### config.mk
export PLATFORM = sky130hd
export DESIGN_NAME = fifo_reader_flat
export DESIGN_NICKNAME = d
export VERILOG_FILES = /design/src/rtl/fifo_reader_if.sv /design/src/rtl/fifo_reader.sv /design/src/flat_wrapper.sv
export SDC_FILE = /design/constraint.sdc
export NUM_CORES = 1
export LEC_CHECK = 0
export CAP_MARGIN = 20
export CORE_MARGIN = 5
export CORE_UTILIZATION = 40
export DETAILED_ROUTE_END_ITERATION = 7
export GPL_ROUTABILITY_DRIVEN = 0
export GPL_TIMING_DRIVEN = 0
export PLACE_DENSITY = 0.73
export SLEW_MARGIN = 0
export SYNTH_ARGS = -nofsm -noshare
export SYNTH_HDL_FRONTEND = slang
export SYNTH_SLANG_ARGS = --single-unit
export TNS_END_PERCENT = 100
### constraint.sdc
create_clock -name clk_i -period 2.98 [get_ports clk_i]
set_input_delay 0.298 -clock clk_i [delete_from_list [all_inputs] [get_ports clk_i]]
set_output_delay 0.298 -clock clk_i [all_outputs]
set_load 0.05 [all_outputs]
### src/rtl/fifo_reader_if.sv
// fifo_reader_if: upstream FIFO read port plus downstream valid/ready word stream
interface fifo_reader_if #(
    parameter int DATA_W = 8
);
    logic              fifo_empty_i;
    logic [DATA_W-1:0] fifo_data_i;
    logic              fifo_rd_en_o;
    logic              valid_o;
    logic [DATA_W-1:0] data_o;
    logic              ready_i;
    logic [15:0]       words_o;
    modport slave (
        input  fifo_empty_i, fifo_data_i, ready_i,
        output fifo_rd_en_o, valid_o, data_o, words_o
    );
    modport master (
        output fifo_empty_i, fifo_data_i, ready_i,
        input  fifo_rd_en_o, valid_o, data_o, words_o
    );
endinterface

### src/rtl/fifo_reader.sv
// fifo_reader: drains an upstream FIFO (1-cycle read latency) into a 2-entry valid/ready output buffer.
// Define FIFO_READER_STATS_EN to make words_o a wrapping 16-bit count of delivered words.
module fifo_reader #(
    parameter int DATA_W = 8,
    parameter int ID     = 0
) (
    input logic          clk_i,
    input logic          rst_ni,
    fifo_reader_if.slave bus
);
    typedef enum logic [1:0] {EMPTY = 2'd0, ONE = 2'd1, TWO = 2'd2} occ_e;
    occ_e              occ_q, occ_d;
    logic              pend_q, pend_d;
    logic [DATA_W-1:0] head_q, head_d;
    logic [DATA_W-1:0] tail_q, tail_d;
    logic              valid, pop, capture, rd_en, empty_after_pop;
    logic [2:0]        credit;
    logic [31:0]       unused_id;
    assign unused_id       = 32'(ID);
    assign valid           = occ_q != EMPTY;
    assign pop             = valid && bus.ready_i;
    assign capture         = pend_q;
    assign credit          = {1'b0, occ_q} + {2'b0, pend_q} - {2'b0, pop};
    assign rd_en           = !bus.fifo_empty_i && rst_ni && credit < 3'd2;
    assign empty_after_pop = occ_q == EMPTY || (occ_q == ONE && pop);
    assign bus.fifo_rd_en_o = rd_en;
    assign bus.valid_o      = valid;
    assign bus.data_o       = head_q;
    // State register: occupancy, in-flight read flag and the two buffer entries
    always_ff @(posedge clk_i) begin
        if (!rst_ni) begin
            occ_q  <= EMPTY;
            pend_q <= 1'b0;
            head_q <= '0;
            tail_q <= '0;
        end else begin
            occ_q  <= occ_d;
            pend_q <= pend_d;
            head_q <= head_d;
            tail_q <= tail_d;
        end
    end
    // Next occupancy: up on a lone capture, down on a lone pop, else unchanged
    always_comb begin
        occ_d = occ_q;
        if (capture && !pop)
            occ_d = (occ_q == EMPTY) ? ONE : TWO;
        else if (pop && !capture)
            occ_d = (occ_q == TWO) ? ONE : EMPTY;
    end
    // Buffer datapath: tail advances to head on pop, captured word fills the first free slot after the pop
    always_comb begin
        pend_d = rd_en;
        head_d = (pop && occ_q == TWO) ? tail_q : head_q;
        tail_d = tail_q;
        if (capture && empty_after_pop)
            head_d = bus.fifo_data_i;
        else if (capture)
            tail_d = bus.fifo_data_i;
    end
`ifdef FIFO_READER_STATS_EN
    logic [15:0] words_q, words_d;
    assign words_d     = words_q + {15'd0, pop};
    assign bus.words_o = words_q;
    // Delivered-word counter, wraps at 16 bits
    always_ff @(posedge clk_i) begin
        if (!rst_ni)
            words_q <= '0;
        else
            words_q <= words_d;
    end
`else
    assign bus.words_o = 16'd0;
`endif
endmodule

### src/flat_wrapper.sv
// flat-port wrapper written by rule: the top's interface ports become plain ports
module fifo_reader_flat 
#(
    parameter int DATA_W = 8,
    parameter int ID     = 0
)
  (clk_i, rst_ni, bus_fifo_empty_i, bus_fifo_data_i, bus_ready_i, bus_fifo_rd_en_o, bus_valid_o, bus_data_o, bus_words_o);
  fifo_reader_if #(.DATA_W(DATA_W)) bus_i ();
  input logic clk_i;
  input logic rst_ni;
  input wire logic [$bits(bus_i.fifo_empty_i)-1:0] bus_fifo_empty_i;
  input wire logic [$bits(bus_i.fifo_data_i)-1:0] bus_fifo_data_i;
  input wire logic [$bits(bus_i.ready_i)-1:0] bus_ready_i;
  output wire logic [$bits(bus_i.fifo_rd_en_o)-1:0] bus_fifo_rd_en_o;
  output wire logic [$bits(bus_i.valid_o)-1:0] bus_valid_o;
  output wire logic [$bits(bus_i.data_o)-1:0] bus_data_o;
  output wire logic [$bits(bus_i.words_o)-1:0] bus_words_o;
  assign bus_i.fifo_empty_i = bus_fifo_empty_i;
  assign bus_i.fifo_data_i = bus_fifo_data_i;
  assign bus_i.ready_i = bus_ready_i;
  assign bus_fifo_rd_en_o = bus_i.fifo_rd_en_o;
  assign bus_valid_o = bus_i.valid_o;
  assign bus_data_o = bus_i.data_o;
  assign bus_words_o = bus_i.words_o;
  fifo_reader #(.DATA_W(DATA_W), .ID(ID)) u_core (.clk_i(clk_i), .rst_ni(rst_ni), .bus(bus_i));
endmodule
Word level (Yosys, flattened, before mapping):

Index checks and enable logic that the tools add are counted.

* $add $sub $neg: 2
* magnitude comparators: 1
* eq/ne operators: 2
* muxes and demuxes: 6
* bitwise operators: 1
* reduce and logical (&&, ||, !) cells: 17

Operators by type and width (count)
* two-way mux 8 bit: 2
* logical AND 1 bit: 8
* two-way mux 2 bit: 3
* nonzero test 2 bit: 3
* adder 2 x 1 -> 3 bit: 1
* zero test 1 bit: 3
* less-than comparator 3 x 2 -> 1 bit (second input constant): 1
* subtractor 3 x 1 -> 3 bit: 1
* equality test 2 x 1 -> 1 bit (second input constant): 1
* equality test 2 bit (second input constant): 1
* zero test 2 bit: 1
* AND reduction 2 bit: 1
* logical OR 1 bit: 1
* two-way mux 1 bit: 1
* inverter 1 bit: 1

* register bits after elaboration: 19
* input bits: 12
* output and inout bits: 26
* logic and storage cells: 33

Depth between registers and ports, before layout:

* depth after elaboration: 7
* mapped depth: 7
* depth with buffers taken out: 6

Least setup slack after synthesis:

Ideal clock, no wire load.

* path kind: register -> output
* start: reg u_core.occ_q[1]
* end: out bus_fifo_rd_en_o
* data arrival time: 2581 ps
* required time: 2682 ps
* slack: 101 ps
* stages on the path, launching flop included: 8
* path buffers: 1
* cells stage by stage: dfxtp_1 buf_6 nand3b_2 clkinv_1 o21ai_0 fa_1 xor2_1 nor3_1

* cells in the longest elaborated chain, start to end: 5
* elaborated cells on any way between the ends: 6
* classes of those cells: add/sub: 2; order compare: 1; reduce/logical: 3

RTL lines
* start: declaration: RTL line fifo_reader.sv:12 `occ_e occ_q, occ_d;`
* start signal: assignment: RTL line fifo_reader.sv:32 `occ_q <= EMPTY;`
* start signal: assignment: RTL line fifo_reader.sv:37 `occ_q <= occ_d;`
* parallel branches: the longest is 2 deep, another holds adder 2 x 1 -> 3 bit
* subtractor 3 x 1 -> 3 bit (*): RTL line fifo_reader.sv:23 `assign credit = {1'b0, occ_q} + {2'b0, pend_q} - {2'b0, pop};`
* less-than comparator 3 x 2 -> 1 bit (*): RTL line fifo_reader.sv:24 `assign rd_en = !bus.fifo_empty_i && rst_ni && credit < 3'd2;`
* logical AND 1 bit (*): RTL line fifo_reader.sv:24
* end: declaration: RTL line flat_wrapper.sv:14 `output wire logic [$bits(bus_i.fifo_rd_en_o)-1:0] bus_fifo_rd_en_o;`

Every way passes the cells marked *.

Worst setup path in the final report:

Ends and elaborated chain as after synthesis.

==> results.md <==
* Outcome: finished, final reports clean
* Drt first pass iters at 4
* Routed Antenna Nets at 0
* Hold Path Class: in2reg
* H-tree levels at 1
* # fillers at 243
* Post-synthesis register bit count at 19
* Leak Pwr at between 0.6 and 0.7 nW
* Max Clk Rate at 353 MHz
* Library cells used by synthesis at 28
* Synth top cells by count: 35 x nand2_1, 19 x dfxtp_1, 16 x buf_4
* Chip height at 60.9 um
* Vias in the first global route at 826
* Sum Neg Setup Slack at 0 ns
* Crit path launch: u_core.occ_q[1]
* Area occupied by multi-input gates at approximately 530 um2
* Initial antenna violation count at 0
* EDFF count, synth at 0
* Drt wl/cell at between 10 and 15 um
* R2r setup slk at 1.10 ns
* Mapped Area at between 1000 and 1500 um2
* Most common flop cell mapped by yosys: dfxtp_1
* Num CTS Buffers at 3
* Max-cap violation count at 0
* Count leader, synth: nand2_1
* Max rail drop VDD at slightly below 0.3 mV
* Clk pin slew, worst setup/hold paths at ~0.11 ns
* Synth area leader: dfxtp_1
* Hold Startpoint: rst_ni
* Top post-synthesis cells by area: dfxtp_1 37%, nand2_1 13%, buf_4 12%
* Boundary pin count at 38
* Sequential element share of the synthesized area at 36.7%
* Vias at between 800 and 900
* CP startpoint kind: flop
* FFs w/ async S/R, synth at 0%
* Largest net degree at the start of global routing at 11
* Crit path time final at 2.83 ns
* Port Buffer Count at 20
* Cells after Synth at 122
* P per Cell Area at 423 nW/um2
* DRC at 0
* CP Capture Type: output pin
* TritonCTS clock tree: yes
* Fraction of layout cells with a size suffix above 1 at 19.6%
* Initial DRC Count at 32
* HPWL Detailed at 1.62 mm
* Die X at 60.9 um
* Initial Util at 41.9%
* Clock Sinks at 19
* Worst-path maximum fanout at 9
* Core Area at approximately 2500 um2
* Final Worst Setup Slack at ~0.15 ns
* Worst Path Required at between 2 and 3 ns
* Synth warn at 0
* Global route overflow at 0
* CTS root buffer: clkbuf_4
* Setup violators final at 0
* Rows at 18
* Post-route clock period utilization at 95.0%
* Worst-skew pair later-pin latency at 0.30 ns
* Die ar. at between 3000 and 4000 um2
* Clk_skew at 0.00933 ns
* WP data arrival at 2.53 ns
* First-pass GRT wire length at around 3.5 mm
* Setup slack at placement at -0.334 ns
* Syn Area/Cell at 8.50 um2
* Post-synth top area share at 36.7%
* Register area at 380 um2
* Drt total wl at 2.22 mm
* CP Class: reg2out
* Vias per inst at approximately 4.5
* CTS max path bufs at 2
* Final hold violation count at 0
* Fin. max-slew vios at 0
* Layout area overhead at 32.8%
* Inserted Diodes at 0
* All-Layer GR Usage at 12.4%
* Final net count at 178
* R2r startpoint: u_core.occ_q[1]
==> cells in the final DEF (no fill, tap or decap), drive strengths merged, types with 2 or more instances in the layout <==
master | netlist | layout
buf | 21 | 23
or2 | 2 | 2
a31oi | 8 | 8
clkbuf | 2 | 6
nand2 | 35 | 35
mux2i | 8 | 8
nor3 | 2 | 2
clkdlybuf4s50 | 0 | 19
dfxtp | 19 | 19
conb | 1 | 16
o21ai | 3 | 3
o31ai | 8 | 8
==> routing by layer <==
| metal | global-route usage, % | up-vias | wire, um |
|---|---|---|---|
| met5 | 0 | - | 0 |
| met2 | 21.8 | 28 | 1050 |
| li1 | - | 457 | - |
| met3 | 2.13 | 5 | 137 |
| met4 | 5.57 | 0 | 48 |
| met1 | 14.6 | 380 | 984 |
==> cell type report <==
class                      instances  area share [%]
inverter                           2           0.817
buffer                            23            12.4
clock buffer                       4            1.91
multi-input combinational         93            38.8
timing repair buffer              22            15.7
tap                               30            2.72
sequential                        19            27.6
==> path summary, 6_finish.rpt <==
| path | depth (start not counted) | endpoint |
|---|---|---|
| worst max-delay path | 8 | bus_fifo_rd_en_o |
| worst min register to register | 2 | u_core.tail_q[4] |
| worst min-delay path | 3 | u_core.tail_q[2] |
| worst max register to register | 7 | u_core.capture |
==> critical path, stage by stage, from the launching register on <==
cell and delay, ns:
dfxtp_1 0.40, buf_6 0.16, nand3b_2 0.23, clkinvlp_4 0.20
o21ai_0 0.12, fa_1 0.39, xor2_1 0.16, nor3_1 0.17
clkdlybuf4s15_2 0.39
==> what timing repair did <==
item,4_1_cts,5_1_grt
setup buffers,0,2
setup endpoints to repair,1,1
hold buffers,0,0
resized for setup,4,1
==> where the power goes <==
group	total (mW)	internal (mW)	leakage (nW)	switching, mW
clock	0.135	0.0522	0.0150	0.0825
sequential	0.271	0.265	0.155	0.00685
combinational	0.177	0.0621	0.459	0.115
==> sequential cells by signal, summed over array words and instances (netlist names) <==
| register | flops |
|---|---|
| u_core.tail_q | 8 |
| u_core.bus.data_o | 8 |
| u_core.capture | 1 |
| u_core.occ_q | 2 |
==> logic make-up (layout without fill, tap and decap cells) <==
| kind of cell | after synthesis | count (layout) | synth area share [%] |
|---|---|---|---|
| adder cells (fa/ha/maj) | 2 | 2 | 3.14 |
| multiplexers | 8 | 8 | 7.72 |
| XOR/XNOR | 2 | 2 | 1.69 |
| AO/OA/AOI/OAI | 21 | 21 | 14.4 |
| buffers and inverters | 25 | 51 | 17.2 |
| flip-flops | 19 | 19 | 36.7 |
| AND/OR/NAND/NOR | 44 | 44 | 18.8 |
| other | 1 | 16 | 0.362 |
==> through the flow <==
stage,std cells,utilization (%),power [mW],hold WS [ns],area [um2]
floorplan,137,-,0.410,0.376,1090
global placement,187,53.7,0.452,0.445,1330
detailed placement,187,53.7,0.454,0.451,1330
CTS,191,54.8,0.584,0.325,1360
global route,193,55.6,0.606,0.338,1380
finish,193,55.6,0.583,0.319,1380
(Power assumes the default switching activity.)
